## config.mk

```make
export PLATFORM = sky130hd
export DESIGN_NAME = word_transmitter
export DESIGN_NICKNAME = d
export VERILOG_FILES = /design/src/rtl/word_link_pkg.sv /design/src/rtl/link_phase_timer.sv /design/src/rtl/word_transmitter.sv
export SDC_FILE = /design/constraint.sdc
export NUM_CORES = 1
export LEC_CHECK = 0
export CORE_MARGIN = 10
export CORE_UTILIZATION = 55
export CTS_CLUSTER_DIAMETER = 100
export DETAILED_ROUTE_END_ITERATION = 12
export PLACE_DENSITY = 0.79
export SKIP_LAST_GASP = 1
export SYNTH_ARGS = -nofsm -noshare
export SYNTH_HDL_FRONTEND = slang
export SYNTH_SLANG_ARGS = --single-unit
```

## constraint.sdc

```tcl
create_clock -name clk -period 2.8 [get_ports clk]
set_input_delay 0.7 -clock clk [delete_from_list [all_inputs] [get_ports clk]]
set_output_delay 0.7 -clock clk [all_outputs]
set_load 0.01 [all_outputs]
```

## src/rtl/word_link_pkg.sv

```systemverilog
// Shared definitions for the bootloader word link (transmitter and receiver sides).
// Holds the link FSM encoding, default timing parameters and the address width.
package word_link_pkg;

    localparam int DEFAULT_WORD_WIDTH = 32;
    localparam int DEFAULT_CLK_DIV    = 4;
    localparam int DEFAULT_GAP_CYCLES = 8;
    localparam int ADDR_WIDTH         = 12;

    typedef enum logic [1:0] {
        ST_IDLE,
        ST_LOW,
        ST_HIGH,
        ST_GAP
    } link_state_e;

    function automatic int max_int(input int a, input int b);
        return (a > b) ? a : b;
    endfunction

endpackage

```

## src/rtl/link_phase_timer.sv

```systemverilog
// Loadable down-counter timing the LOW, HIGH and GAP phases of the link.
// Loading value V makes expired assert V cycles later, so a phase of N cycles loads N-1.
module link_phase_timer #(
    parameter int WIDTH = 4
) (
    input  logic             clk,
    input  logic             reset,
    input  logic             load,
    input  logic [WIDTH-1:0] load_value,
    output logic             expired
);

    logic [WIDTH-1:0] count_q;
    logic [WIDTH-1:0] count_d;

    always_comb begin
        // NOTE: every combinational output gets a default first so no path leaves it unassigned (no latch).
        count_d = count_q;
        if (load) begin
            count_d = load_value;
        end else if (count_q != '0) begin
            count_d = count_q - WIDTH'(1);
        end
    end

    // NOTE: sequential state uses non-blocking assignments so all flops update together.
    always_ff @(posedge clk) begin
        if (reset) begin
            count_q <= '0;
        end else begin
            count_q <= count_d;
        end
    end

    assign expired = (count_q == '0);

endmodule

```

## src/rtl/word_transmitter.sv

```systemverilog
// Serial word transmitter: double-buffered 32-bit words shifted out MSB-first
// on a tx_clock/tx_data pair, gated by the receiver's ready line.
module word_transmitter
    import word_link_pkg::*;
#(
    parameter int WORD_WIDTH = DEFAULT_WORD_WIDTH,
    parameter int CLK_DIV    = DEFAULT_CLK_DIV,
    parameter int GAP_CYCLES = DEFAULT_GAP_CYCLES
) (
    input  logic                  clk,
    input  logic                  reset,
    input  logic [WORD_WIDTH-1:0] in_data,
    input  logic                  in_valid,
    output logic                  in_ready,
    input  logic                  peer_ready,
    output logic                  tx_clock,
    output logic                  tx_data,
    output logic                  busy,
    output logic                  word_done,
    output logic                  abort,
    output logic [ADDR_WIDTH-1:0] words_sent
);

    localparam int TIMER_W   = $clog2(max_int(CLK_DIV, GAP_CYCLES) + 1);
    localparam int BIT_CNT_W = (WORD_WIDTH > 1) ? $clog2(WORD_WIDTH) : 1;

    localparam logic [TIMER_W-1:0]   PHASE_LOAD = TIMER_W'(CLK_DIV - 1);
    localparam logic [TIMER_W-1:0]   GAP_LOAD   = TIMER_W'(GAP_CYCLES - 1);
    localparam logic [BIT_CNT_W-1:0] LAST_BIT   = BIT_CNT_W'(WORD_WIDTH - 1);

    link_state_e             state_q,      state_d;
    logic [WORD_WIDTH-1:0]   hold_q,       hold_d;
    logic                    hold_full_q,  hold_full_d;
    logic [WORD_WIDTH-1:0]   shift_q,      shift_d;
    logic [BIT_CNT_W-1:0]    bit_cnt_q,    bit_cnt_d;
    logic                    tx_clock_q,   tx_clock_d;
    logic                    tx_data_q,    tx_data_d;
    logic                    in_ready_q,   in_ready_d;
    logic                    busy_q,       busy_d;
    logic                    word_done_q,  word_done_d;
    logic                    abort_q,      abort_d;
    logic [ADDR_WIDTH-1:0]   words_sent_q, words_sent_d;

    logic                    accept;
    logic                    load_word;
    logic [WORD_WIDTH-1:0]   shifted;
    logic                    timer_load;
    logic [TIMER_W-1:0]      timer_value;
    logic                    timer_expired;

    link_phase_timer #(
        .WIDTH (TIMER_W)
    ) u_phase_timer (
        .clk        (clk),
        .reset      (reset),
        .load       (timer_load),
        .load_value (timer_value),
        .expired    (timer_expired)
    );

    always_comb begin
        state_d      = state_q;
        shift_d      = shift_q;
        bit_cnt_d    = bit_cnt_q;
        tx_clock_d   = tx_clock_q;
        tx_data_d    = tx_data_q;
        word_done_d  = 1'b0;
        abort_d      = 1'b0;
        words_sent_d = words_sent_q;
        timer_load   = 1'b0;
        timer_value  = PHASE_LOAD;
        load_word    = 1'b0;
        accept       = in_valid && !hold_full_q;
        shifted      = shift_q << 1;

        case (state_q)
            ST_IDLE: begin
                if (hold_full_q && peer_ready) begin
                    load_word = 1'b1;
                end
            end
            ST_LOW, ST_HIGH: begin
                if (!peer_ready) begin
                    // Receiver went away mid-word: drop the word, keep whatever is queued.
                    state_d    = ST_IDLE;
                    tx_clock_d = 1'b0;
                    tx_data_d  = 1'b0;
                    shift_d    = '0;
                    abort_d    = 1'b1;
                end else if (timer_expired && state_q == ST_LOW) begin
                    state_d    = ST_HIGH;
                    tx_clock_d = 1'b1;
                    timer_load = 1'b1;
                end else if (timer_expired && bit_cnt_q != '0) begin
                    state_d    = ST_LOW;
                    tx_clock_d = 1'b0;
                    tx_data_d  = shifted[WORD_WIDTH-1];
                    shift_d    = shifted;
                    bit_cnt_d  = bit_cnt_q - BIT_CNT_W'(1);
                    timer_load = 1'b1;
                end else if (timer_expired) begin
                    state_d      = ST_GAP;
                    tx_clock_d   = 1'b0;
                    tx_data_d    = 1'b0;
                    word_done_d  = 1'b1;
                    words_sent_d = words_sent_q + ADDR_WIDTH'(1);
                    timer_load   = 1'b1;
                    timer_value  = GAP_LOAD;
                end
            end
            ST_GAP: begin
                if (timer_expired) begin
                    if (hold_full_q && peer_ready) begin
                        load_word = 1'b1;
                    end else begin
                        state_d = ST_IDLE;
                    end
                end
            end
            default: begin
                state_d = ST_IDLE;
            end
        endcase

        // Loading drives tx_data to the new MSB on the LOW entry edge.
        if (load_word) begin
            state_d     = ST_LOW;
            shift_d     = hold_q;
            bit_cnt_d   = LAST_BIT;
            tx_clock_d  = 1'b0;
            tx_data_d   = hold_q[WORD_WIDTH-1];
            timer_load  = 1'b1;
            timer_value = PHASE_LOAD;
        end

        hold_full_d = (hold_full_q && !load_word) || accept;
        if (accept) begin
            hold_d = in_data;
        end else if (load_word) begin
            hold_d = '0;
        end else begin
            hold_d = hold_q;
        end

        in_ready_d = !hold_full_d;
        busy_d     = (state_d != ST_IDLE);
    end

    always_ff @(posedge clk) begin
        if (reset) begin
            state_q      <= ST_IDLE;
            hold_q       <= '0;
            hold_full_q  <= 1'b0;
            shift_q      <= '0;
            bit_cnt_q    <= '0;
            tx_clock_q   <= 1'b0;
            tx_data_q    <= 1'b0;
            in_ready_q   <= 1'b1;
            busy_q       <= 1'b0;
            word_done_q  <= 1'b0;
            abort_q      <= 1'b0;
            words_sent_q <= '0;
        end else begin
            state_q      <= state_d;
            hold_q       <= hold_d;
            hold_full_q  <= hold_full_d;
            shift_q      <= shift_d;
            bit_cnt_q    <= bit_cnt_d;
            tx_clock_q   <= tx_clock_d;
            tx_data_q    <= tx_data_d;
            in_ready_q   <= in_ready_d;
            busy_q       <= busy_d;
            word_done_q  <= word_done_d;
            abort_q      <= abort_d;
            words_sent_q <= words_sent_d;
        end
    end

    assign in_ready   = in_ready_q;
    assign tx_clock   = tx_clock_q;
    assign tx_data    = tx_data_q;
    assign busy       = busy_q;
    assign word_done  = word_done_q;
    assign abort      = abort_q;
    assign words_sent = words_sent_q;

endmodule
```

* Word level (Yosys, flattened, before mapping)
Index checks and enable logic that the tools add are counted.
** Storage, ports and cells
- Register bits after elaboration :: 93
- Bits of input ports :: 36
- Output and inout bits :: 18
** Operators by class
- Add/sub/neg operators :: 3
- Equal/unequal tests :: 8
- Multiplexer cells :: 47
- Bitwise gates (word level) :: 4
- Reduce and logical (&&, ||, !) cells :: 28
** Operators by type and width (number)
- two-way mux 31 bit :: 5
- two-way mux 32 bit :: 2
- two-way mux 5 bit :: 5
- two-way mux 1 bit :: 18
- two-way mux 3 bit :: 5
- two-way mux 2 bit :: 7
- adder 12 x 1 -> 12 bit (second input constant) :: 1
- two-way mux 4 bit :: 3
- nonzero test 2 bit :: 6
- != test 4 x 1 -> 1 bit (second input constant) :: 2
- AND reduction 3 bit :: 2
- OR reduction 2 bit :: 3
- logical AND 1 bit :: 5
- AND reduction 5 bit :: 1
- nonzero test 5 bit :: 1
- OR reduction 5 bit :: 1
- subtractor 5 x 1 -> 5 bit (second input constant) :: 1
- equality test 2 bit (second input constant) :: 2
- zero test 4 bit :: 1
- NOT 1 bit :: 4
- case mux 2 bit (2 select lines) :: 1
- AND reduction 4 bit :: 1
- nonzero test 4 bit :: 1
- subtractor 4 x 1 -> 4 bit (second input constant) :: 1
- other kinds (9) :: 11

* Longest topological paths before layout
- Depth in word-level cells :: 8
- Gate-level depth with buffers :: 10
- Mapped depth without buffers :: 6

* By module
From an unflattened synthesis, not the netlist that was laid out.
** Second synthesis, totals
- Cell total of the unflattened synthesis :: 426
- Area total of the unflattened synthesis :: 3870.0 µm²
** Modules (own cells, without submodules)
- word_transmitter :: times used 1, cells each 402, area an instance 3641.0 µm², sequential area each 1781.7 µm²
- link_phase_timer :: times used 1, cells each 24, area an instance 229.0 µm², sequential area each 80.1 µm²

* Worst setup path before layout
No wires, ideal clock.
- Path type :: flip-flop to flip-flop
- From :: reg state_q[0]
- To :: reg words_sent_q[11] (netlist: words_sent[11])
- Arrival :: 2.179 ns
- Required time :: 2.729 ns
- Slack :: 0.551 ns
- Stages on the path, launching flop included :: 9
- Buffers on the path :: 2
- Period minus slack after synthesis :: 2.249 ns
- Cells stage by stage :: dfxtp_1 inv_1 ha_1 buf_2 and2_1 clkbuf_1 nand4_2 or4_1 a21oi_1
** Between the ends
- Word-level cells in the longest chain between the ends :: 4
- Elaborated cells on any way between the ends :: 6
- Those cells by class :: eq/ne (2); bitwise (1); reduce/logical (3)
** RTL lines
- start: declaration :: RTL line word_transmitter.sv:31 : link_state_e state_q, state_d;
- start signal: assignment :: RTL line word_transmitter.sv:164 : state_q <= state_d;
- equality test 2 x 1 -> 1 bit :: RTL line word_transmitter.sv:76, word_transmitter.sv:90
- logical AND 1 bit :: RTL line word_transmitter.sv:90 : end else if (timer_expired && state_q == ST_LOW) begin
- NOT 1 bit (no line)
- AND reduction 5 bit (no line) *
- end signal: assignment :: RTL line word_transmitter.sv:175 : words_sent_q <= words_sent_d;
- end: declaration :: RTL line word_transmitter.sv:42 : logic [ADDR_WIDTH-1:0] words_sent_q, words_sent_d;
Mark *: on every way between the ends. The rest lies on a longest branch, timed or not.
A chain may end at the register's enable or synchronous reset.

* Final worst setup path
- From :: reg state_q[1]
- To :: reg words_sent_q[11] (netlist: words_sent[11])
The elaborated chain is that of the path after synthesis.

==> reports/qor_table.md <==
| Parameter | Reported | Unit |
| --- | --- | --- |
| Run status | completed | - |
| Number of buffers and inverters on the critical path | 1 | - |
| Total via count after detailed routing | 3815 | - |
| Number of slew-limit violations in the final report | 0 | - |
| Sequential-to-total area share from yosys stat | 0.429 | - |
| Total of buffers placed on input and output ports | 53 | - |
| H-Tree Level Count | 3 | - |
| GR met1 Demand/Resource | 0.211 | - |
| Inserted Clock Buffers | 9 | - |
| Part of the cycle the worst path needs | 0.903 | - |
| Iteration count of the initial detailed-routing pass | 4 | - |
| Synthesis warning total | 0 | - |
| Initial Util | 0.564 | - |
| Via density per instance | 6.01 | - |
| Endpoint of the worst hold path | hold_q[7] | - |
| Total negative slack for setup checks | 0 | ns |
| Met2 track demand over resource in global routing | 0.291 | - |
| Crit path cell chain | inv_1, ha_1, nor4b_4, nand4_2, or4_1, a21oi_1 | - |
| Min setup slack post-route | 0.272 | ns |
| Final Routed Wirelength | 10.4 | mm |
| Synthesized instance count | 498 | - |
| CP max stage delay | 0.60 | ns |
| Placed Instance Area | 0.00495 | mm^2 |
| Maximum vdd drop | 403 | uV |
| Total non-filler cell area in the finished layout | 0.00514 | mm^2 |
| Launching element type of the critical path | flop | - |
| CTS root buffer | clkbuf_8 | - |
| Detailed router's first-iteration violation count | 281 | - |
| Synth Net Count | 542 | - |
| Place WS | 0.198 | ns |
| Number of fillers in the final layout | 657 | - |
| Core Util, Final | 0.668 | - |
| Number of endpoints failing setup at the final stage | 0 | - |
| Cts hold-fix bufs | 0 | - |
| Global-route wire length before repair | 17.4 | mm |
| GR peak layer | met2 | - |
| Worst-Skew Late Latency | 0.35 | ns |
| Pin count of the biggest net entering global routing | 74 | - |
| Clock skew after layout | 0.00949 | ns |
| Overflow after GRT | 0 | - |
| Worst Hold Depth | 2 | - |
| Required time of the critical path | 3.08 | ns |
| Clock period minus worst slack | 2.53 | ns |
| Maximum fanout count along the critical path | 10 | - |
| Floorplan die area | 0.0118 | mm^2 |
| Area delta synth->final | 18.4 | % |
| Fraction of final layout cells with drive strength greater than 1 | 0.114 | - |
| Placeable core region | 0.00769 | mm^2 |
| Weighted congestion reported at the end of routability-driven placement | 0.851 | - |
| Arr. time, crit path | 2.80 | ns |
| Routed wire length per instance | 16.4 | um |
| Cell class contributing the biggest share of worst-path delay | simple AND/OR/NAND/NOR gates | - |
| Crit path launch | state_q[1] | - |
| Startpoint of the lowest-slack register-to-register path | state_q[1] | - |
| Clock slew at reported path FFs | 0.09 | ns |
| Startpoint of the most critical hold path | hold_q[7] | - |
| Static leakage power | 1.71 | nW |
| Flop and latch count out of synthesis | 93 | - |
| Number of maximum-capacitance constraint violations | 0 | - |
| Met3 usage | 0.0531 | - |
| CTS Sinks | 93 | - |
| Die X-Extent | 109 | um |
| Avg Cell Area, Syn | 8.71 | um^2 |
| Number of flops mapped to enable cells by yosys | 0 | - |
| Final hold slack | 0.469 | ns |
| Number of antenna violations at the first check in global routing | 0 | - |
| Clock buffer depth | 2 | - |
| Number of cells on the worst reg-to-reg path | 6 | - |
| Total power divided by cell area | 611 | mW/mm^2 |
| R2R setup slack | 0.27 | ns |
| Number of global-route vias before repair | 3781 | - |
| Post-detailed-route count of antenna-violating nets | 0 | - |
| # resized after CTS | 0 | - |
| Count of antenna diodes in the layout | 0 | - |
| Rows | 32 | - |
| Main synth FF type | dfxtp_1 | - |
| HPWL after DPL | 6.87 | mm |
| Unrepaired setup endpoints after global routing | false | - |
| Slew at the pin with the worst max-slew slack | 0.791 | ns |
| Clock tree from TritonCTS | built | - |
| Hold/Removal Path Class | flop to flop | - |
| Cell with the largest stage delay on the worst path | or4_1 | - |
| Number of top-level pins | 54 | - |
| Post CTS Setup Buffer Count | 0 | - |
| CP Class | flop to flop | - |
| DRC | 0 | - |
| Headroom to the max-slew limit | 0.472 | - |
| Post-Syn Area | 0.00434 | mm^2 |
| Final Hold Fails | 0 | - |
| Async S/R FF share, synth | 0 | - |
| Layout net count | 576 | - |
| DIE HEIGHT | 109 | um |
| Number of library cell types mapped by synthesis | 48 | - |
| Critical path capture point type | flop | - |
| F_max | 396 | MHz |
| Critical register-to-register path endpoint | words_sent[11] | - |
| Tot GR Track Use | 0.178 | - |
==> state kept, by name (all words and copies together) (netlist names), 2 cells and up <==
signal and cells:
bit_cnt_q 5, shift_q 31, words_sent 12, hold_q 32
state_q 2, u_phase_timer.count_q 4
==> worst reg2reg max path, stage by stage, from the launching register on <==
cell,delay (ns)
dfxtp_1,0.42
inv_1,0.11
ha_1,0.27
nor4b_4,0.53
nand4_2,0.37
or4_1,0.60
a21oi_1,0.16
==> where the power goes <==
part           internal (W)  switching (W)  leakage [nW]
logic              0.000305       0.000428         0.857
clock network      0.000482       0.000421        0.0969
registers           0.00142      0.0000788         0.760
==> through the flow <==
stage               std cells  total power (W)
detailed placement        623          0.00225
finish                    635          0.00314
floorplan                 498          0.00204
CTS                       635          0.00315
global route              635          0.00329
global placement          623          0.00222
==> layout make-up <==
type / instances / area, um^2 / area share
tap: 102 / 128 / 0.0248
timing repair buffer: 72 / 696 / 0.135
multi-input combinational: 347 / 2230 / 0.434
inverter: 9 / 33.8 / 0.00658
clock buffer: 9 / 124 / 0.0241
sequential: 93 / 1860 / 0.362
clock inverter: 3 / 65.1 / 0.0127
==> Yosys cell counts, types with 5 or more instances <==
cell type,instances,area share
a311oi_1,11,0.022
inv_1,9,0.0078
nand2_1,72,0.062
nand3_1,67,0.077
clkbuf_1,29,0.025
nor2_1,12,0.010
xor2_1,7,0.014
o31ai_1,6,0.010
o21ai_0,8,0.0092
a311oi_2,20,0.069
a21oi_1,47,0.054
ha_1,8,0.023
or4_1,5,0.0087
a211oi_1,34,0.059
buf_2,12,0.014
buf_1,5,0.0043
nor3_1,6,0.0069
dfxtp_1,93,0.43
==> cell families after synthesis <==
group                      count (synthesis)  share of synthesized area
xor gates and xnor gates                   8                     0.0162
and+or+nand+nor                          190                      0.217
buffers and inverters                     58                     0.0580
DFF                                       93                      0.429
adders and majority gates                  8                     0.0231
AOI/OAI and AO/OA                        140                      0.254
muxes                                      1                    0.00231
==> worst max path at each step <==
stage | cells past startpoint | slack, ns | endpoint
finish | 6 | 0.27 | words_sent[11]
global route | 6 | 0.08 | words_sent[7]
CTS | 6 | 0.29 | words_sent[11]
detailed placement | 5 | 0.20 | words_sent[9]
global placement | 6 | 0.28 | shift_q[11]
floorplan | 8 | 0.55 | words_sent[11]
==> cells in the final DEF, fill, tap and decap left out, types with 2 or more instances in the layout <==
master / n
buf_4: 18
a211oi_1: 34
nor3_1: 6
or3_1: 2
a311oi_1: 11
ha_1: 8
a21oi_1: 47
buf_12: 2
o21ai_0: 8
and3_1: 4
o31ai_1: 6
clkbuf_8: 9
nand2_1: 72
a32oi_1: 2
nand4_1: 4
or4_1: 5
inv_1: 9
nand3_1: 67
xor2_1: 7
nor2_1: 12
o211ai_1: 2
clkdlybuf4s50_1: 52
nand3b_1: 2
a311oi_2: 20
bufinv_16: 2
nor3b_1: 4
dfxtp_1: 93
a21o_1: 2
nand2b_1: 2
==> per-layer routing <==
layer | up-vias | share of wire
met4 | 0 | 0.019
met1 | 1820 | 0.44
met2 | 83 | 0.49
li1 | 1895 | -
met3 | 17 | 0.053
met5 | - | 0
(Power assumes the default switching activity.)
==> patch 1 (same flow settings) <==
Make the reset (`reset`) asynchronous in 2 clocked blocks.
--- a/src/rtl/link_phase_timer.sv
+++ b/src/rtl/link_phase_timer.sv
@@ -24,7 +24,7 @@
     end
 
     // NOTE: sequential state uses non-blocking assignments so all flops update together.
-    always_ff @(posedge clk) begin
+    always_ff @(posedge clk or posedge reset) begin
         if (reset) begin
             count_q <= '0;
         end else begin
--- a/src/rtl/word_transmitter.sv
+++ b/src/rtl/word_transmitter.sv
@@ -146,7 +146,7 @@
         busy_d     = (state_d != ST_IDLE);
     end
 
-    always_ff @(posedge clk) begin
+    always_ff @(posedge clk or posedge reset) begin
         if (reset) begin
             state_q      <= ST_IDLE;
             hold_q       <= '0;
Behaviour: differs if reset is asserted again (counterexample within 4 cycles, from zero or initial values and one cycle with reset high); with reset held inactive, the same outputs for 10 cycles.
==> patch 1 against the unedited design <==
  * Sequential cell count stayed put
  * Area after synthesis down 1.6%
  * Sequential share of layout area is 8.8 points higher
  * Setup slack improved by 0.11 ns
  * Routed wire length shrank 16%
  * Maximum frequency increased by 4.5%
  * Non-clock buffer count is 6 lower
  * Cell area rose by 0.56%
  * First-iteration DRC count is 52% lower
Power is not compared: it rests on default switching activity, and its combinational part moved more than twofold at a synthesized area within 25%.
==> patch 1: results (changes against the unedited design) <==
- Status: complete, no violations (unchanged)
- Layout Nets: 496 (was 576)
- First-pass GRT wire length: 15190 um (was 17440 um)
- Wl on met1: 3835 um (was 4588 um)
- WL final: 8737 um (was 10440 um)
- Fraction of layout cells with a size suffix above 1: 0.1400 (was 0.1144)
- Post-synth top cells: dfrtp_1 (92), nand2_1 (82), nand3_1 (36) (was dfxtp_1 (93), nand2_1 (72), nand3_1 (67))
- Reg2reg start: u_phase_timer.count_q[0] (was state_q[1])
- Synth top area cells: dfrtp_1 (54%), mux2_2 (7.4%), nand2_1 (7.2%) (was dfxtp_1 (43%), nand3_1 (7.7%), a311oi_2 (6.9%))
- Vias in the first global route: 3300 (was 3781)
- Cell count of the worst reg-to-reg path: 7 (was 6)
- Placed Area: 4959 um2 (was 4947 um2)
- Worst slew pin tran: 0.7145 ns (was 0.7913 ns)
- Synthesized Nets: 445 (was 542)
- Register area share after synthesis: 0.5457 (was 0.4292)
- CTS H-tree depth: 3 (unchanged)
- Final Non-Filler Cells: 559 (was 635)
- Pin count of the biggest net entering global routing: 40 (was 74)
- Layout Skew: 0.007337 ns (was 0.009487 ns)
- GRT Overall Usage: 0.1602 (was 0.1782)
- Mapped Cells: 401 (was 498)
- CP Max Fanout: 30 (was 10)
- Vias per cell: 5.562 (was 6.008)
- Routed wl met3: 367 um (was 554 um)
- Worst setup path endpoint: shift_q[22] (was words_sent[11])
- Final core occ: 0.6754 (was 0.6681)
- Synth async-reset ratio: 1.000 (was 0)
- DR WL met2: 4353 um (was 5100 um)
- Pre-CTS setup slack: 0.2432 ns (was 0.1983 ns)
- Critical path arrival: 2.66 ns (was 2.80 ns)
- Max Buffers Root-to-Sink: 2 (unchanged)
- DP Cell Count: 543 (was 623)
- Iteration-0 DRC Markers: 134 (was 281)
- GPL Wtd Cong: 0.8245 (was 0.8505)
## patch 1: cell types whose count changed after synthesis, moves of 20 or more
cell	delta
dfrtp_1	+92
a311oi_2	-20
a21oi_1	-45
a22o_1	+30
a211oi_1	-32
mux2_2	+28
nand3_1	-31
dfxtp_1	-93
## patch 1: cells by family (layout without fill, tap and decap cells)
family | count (synthesis) | after routing | share of synthesized area
compound gates | 56 | 56 | 0.1041
xor+xnor | 16 | 16 | 0.03285
fa+ha+maj | 8 | 8 | 0.02346
buf+inv | 39 | 95 | 0.03812
flops | 93 | 93 | 0.5457
mux | 30 | 30 | 0.07888
simple gates | 159 | 159 | 0.1768
## patch 1: power breakdown
group	switching, mW	internal [mW]
sequential	0.282	1.83
combinational	0.916	0.793
clock	0.441	0.499
## patch 1: layout make-up
class                           count  area (um2)
Multi-Input combinational cell    269        1797
Sequential cell                    93        2328
Clock buffer                       11       131.4
Inverter                           13       52.55
Timing Repair Buffer               66       653.1
Clock inverter                      5       75.07
Fill cell                         578        2482
Tap cell                          102       127.6
## patch 1: worst max-delay path: stages (launching register included)
cell and delay, ns:
dfrtp_1 0.39, inv_1 0.12, ha_1 0.16, or3b_1 0.59
o211a_1 0.31, buf_4 0.23, a22o_1 0.22, mux2_2 0.27
## patch 1: worst min-delay path by stage
stage	slack, ns	cells past startpoint	end
finish	0.48	1	words_sent[11]
global route	0.50	1	words_sent[11]
CTS	0.48	1	words_sent[11]
detailed placement	0.47	1	words_sent[11]
global placement	0.46	1	words_sent[11]
floorplan	0.47	1	shift_q[1]
## patch 1: layer usage
| layer | GRT usage | vias up |
|---|---|---|
| li1 | - | 1494 |
| met1 | 0.1920 | 1531 |
| met2 | 0.2754 | 67 |
| met3 | 0.03807 | 17 |
| met4 | 0.05534 | 0 |
| met5 | 0 | - |
==> patch 2 (same settings) <==
Made on the original files. The package constant `DEFAULT_GAP_CYCLES` goes from 8 to 4.
--- a/src/rtl/word_link_pkg.sv
+++ b/src/rtl/word_link_pkg.sv
@@ -4,7 +4,7 @@
 
     localparam int DEFAULT_WORD_WIDTH = 32;
     localparam int DEFAULT_CLK_DIV    = 4;
-    localparam int DEFAULT_GAP_CYCLES = 8;
+    localparam int DEFAULT_GAP_CYCLES = 4;
     localparam int ADDR_WIDTH         = 12;
 
     typedef enum logic [1:0] {
Formal check against the unedited RTL: same outputs for any inputs over 4 cycles, from zero or initial values and one cycle with reset high; that may be too few to reach the edited logic, so the function may still have changed.
==> patch 2 against the unedited design <==
  * Largest cell class unchanged
  * Highest routed layer unchanged
  * Critical path depth is 2 higher
  * Core utilization increased by 1.2 points
  * Setup slack improved by 0.21 ns
  * Cell area decreased by 2.4%
  * Area after synthesis down 2.8%
  * Sequential cell count fell by 1
  * Clock power increased by 21%
  * Largest power group unchanged
  * Worst hold slack about the same
  * Routed wire length is 14% lower
  * Power down 0.30%
  * Via count is 8.0% lower
==> patch 2: results (changes against the unedited design) <==
- Status: complete, no violations (unchanged)
- Synthesized Nets: 533 (was 542)
- Synth Area in Adders: 0.02375 (was 0.02307)
- Wl on met1: 3974 um (was 4588 um)
- Compound-gate portion of the synthesized area: 0.2018 (was 0.2538)
- Synth cell types: 46 (was 48)
- Pre-CTS setup slack: 0.1673 ns (was 0.1983 ns)
- Cell count of the worst reg-to-reg path: 8 (was 6)
- Layout Nets: 562 (was 576)
- Register area share after synthesis: 0.4369 (was 0.4292)
- Fill count: 597 (was 657)
- Switching Fraction: 0.2718 (was 0.2956)
- Met2 Use GR: 0.2671 (was 0.2905)
- Placed Area: 4763 um2 (was 4947 um2)
- GPL Wtd Cong: 0.8351 (was 0.8505)
- CP Max Fanout: 60 (was 10)
- Reg power frac: 0.466 (was 0.479)
- Iteration-0 DRC Markers: 214 (was 281)
- Post-Synth XOR/XNOR Area: 0.02286 (was 0.01615)
- Normalized max-slew margin: 0.6025 (was 0.4725)
- Synth top area cells: dfxtp_1 (44%), a311oi_2 (11%), nand3_1 (8.0%) (was dfxtp_1 (43%), nand3_1 (7.7%), a311oi_2 (6.9%))
- DR WL met2: 4313 um (was 5100 um)
- GRT Overall Usage: 0.1579 (was 0.1782)
- WL final: 8967 um (was 10440 um)
- Met1 usage: 0.1822 (was 0.2108)
- Routed wl met3: 541 um (was 554 um)
patch 2: power by group through the flow:
stage / clock (mW) / sequential [mW] / combinational [mW]
floorplan: 0 / 1.48 / 0.462
global placement: 0 / 1.48 / 0.563
detailed placement: 0 / 1.49 / 0.582
CTS: 1.11 / 1.46 / 0.585
global route: 1.15 / 1.47 / 0.656
finish: 1.09 / 1.46 / 0.584
patch 2: critical path, stage by stage (launching register included):
cell,delay [ns]
dfxtp_1,0.43
inv_1,0.09
ha_1,0.40
nand3b_4,0.23
a211oi_4,0.27
a21o_2,0.15
buf_12,0.28
nor2_1,0.09
a311oi_2,0.26
patch 2: cell type report:
type,count,share of cell area
Sequential cell,92,0.3674
Inverter,9,0.006738
Timing Repair Buffer,62,0.1263
Clock buffer,12,0.03095
Multi-Input combinational cell,344,0.4250
Clock inverter,4,0.01897
Tap cell,99,0.02471
patch 2: cells by family after synthesis:
family / after synthesis
AO/OA/AOI/OAI: 96
XOR/XNOR: 11
adder cells (fa/ha/maj): 8
buffers and inverters: 53
flip-flops: 92
multiplexers: 2
AND/OR/NAND/NOR: 227
patch 2: stage by stage:
stage | util | hold WS [ns] | instances | total power, mW
after CTS | 0.6803 | 0.4706 | 622 | 3.153
after global routing | 0.6803 | 0.4850 | 622 | 3.283
after global placement | 0.6464 | 0.4563 | 606 | 2.046
after detailed placement | 0.6464 | 0.4586 | 606 | 2.069
final | 0.6803 | 0.4694 | 622 | 3.131
after floorplan | - | 0.4448 | 489 | 1.938
patch 2: worst paths after layout:
kind / slack [ns] / end / startpoint
worst min-delay path: 0.47 / hold_q[25] / hold_q[25]
worst max register to register: 0.48 / shift_q[18] / state_q[1]
worst max-delay path: 0.48 / shift_q[18] / state_q[1]
worst min register to register: 0.47 / hold_q[25] / hold_q[25]
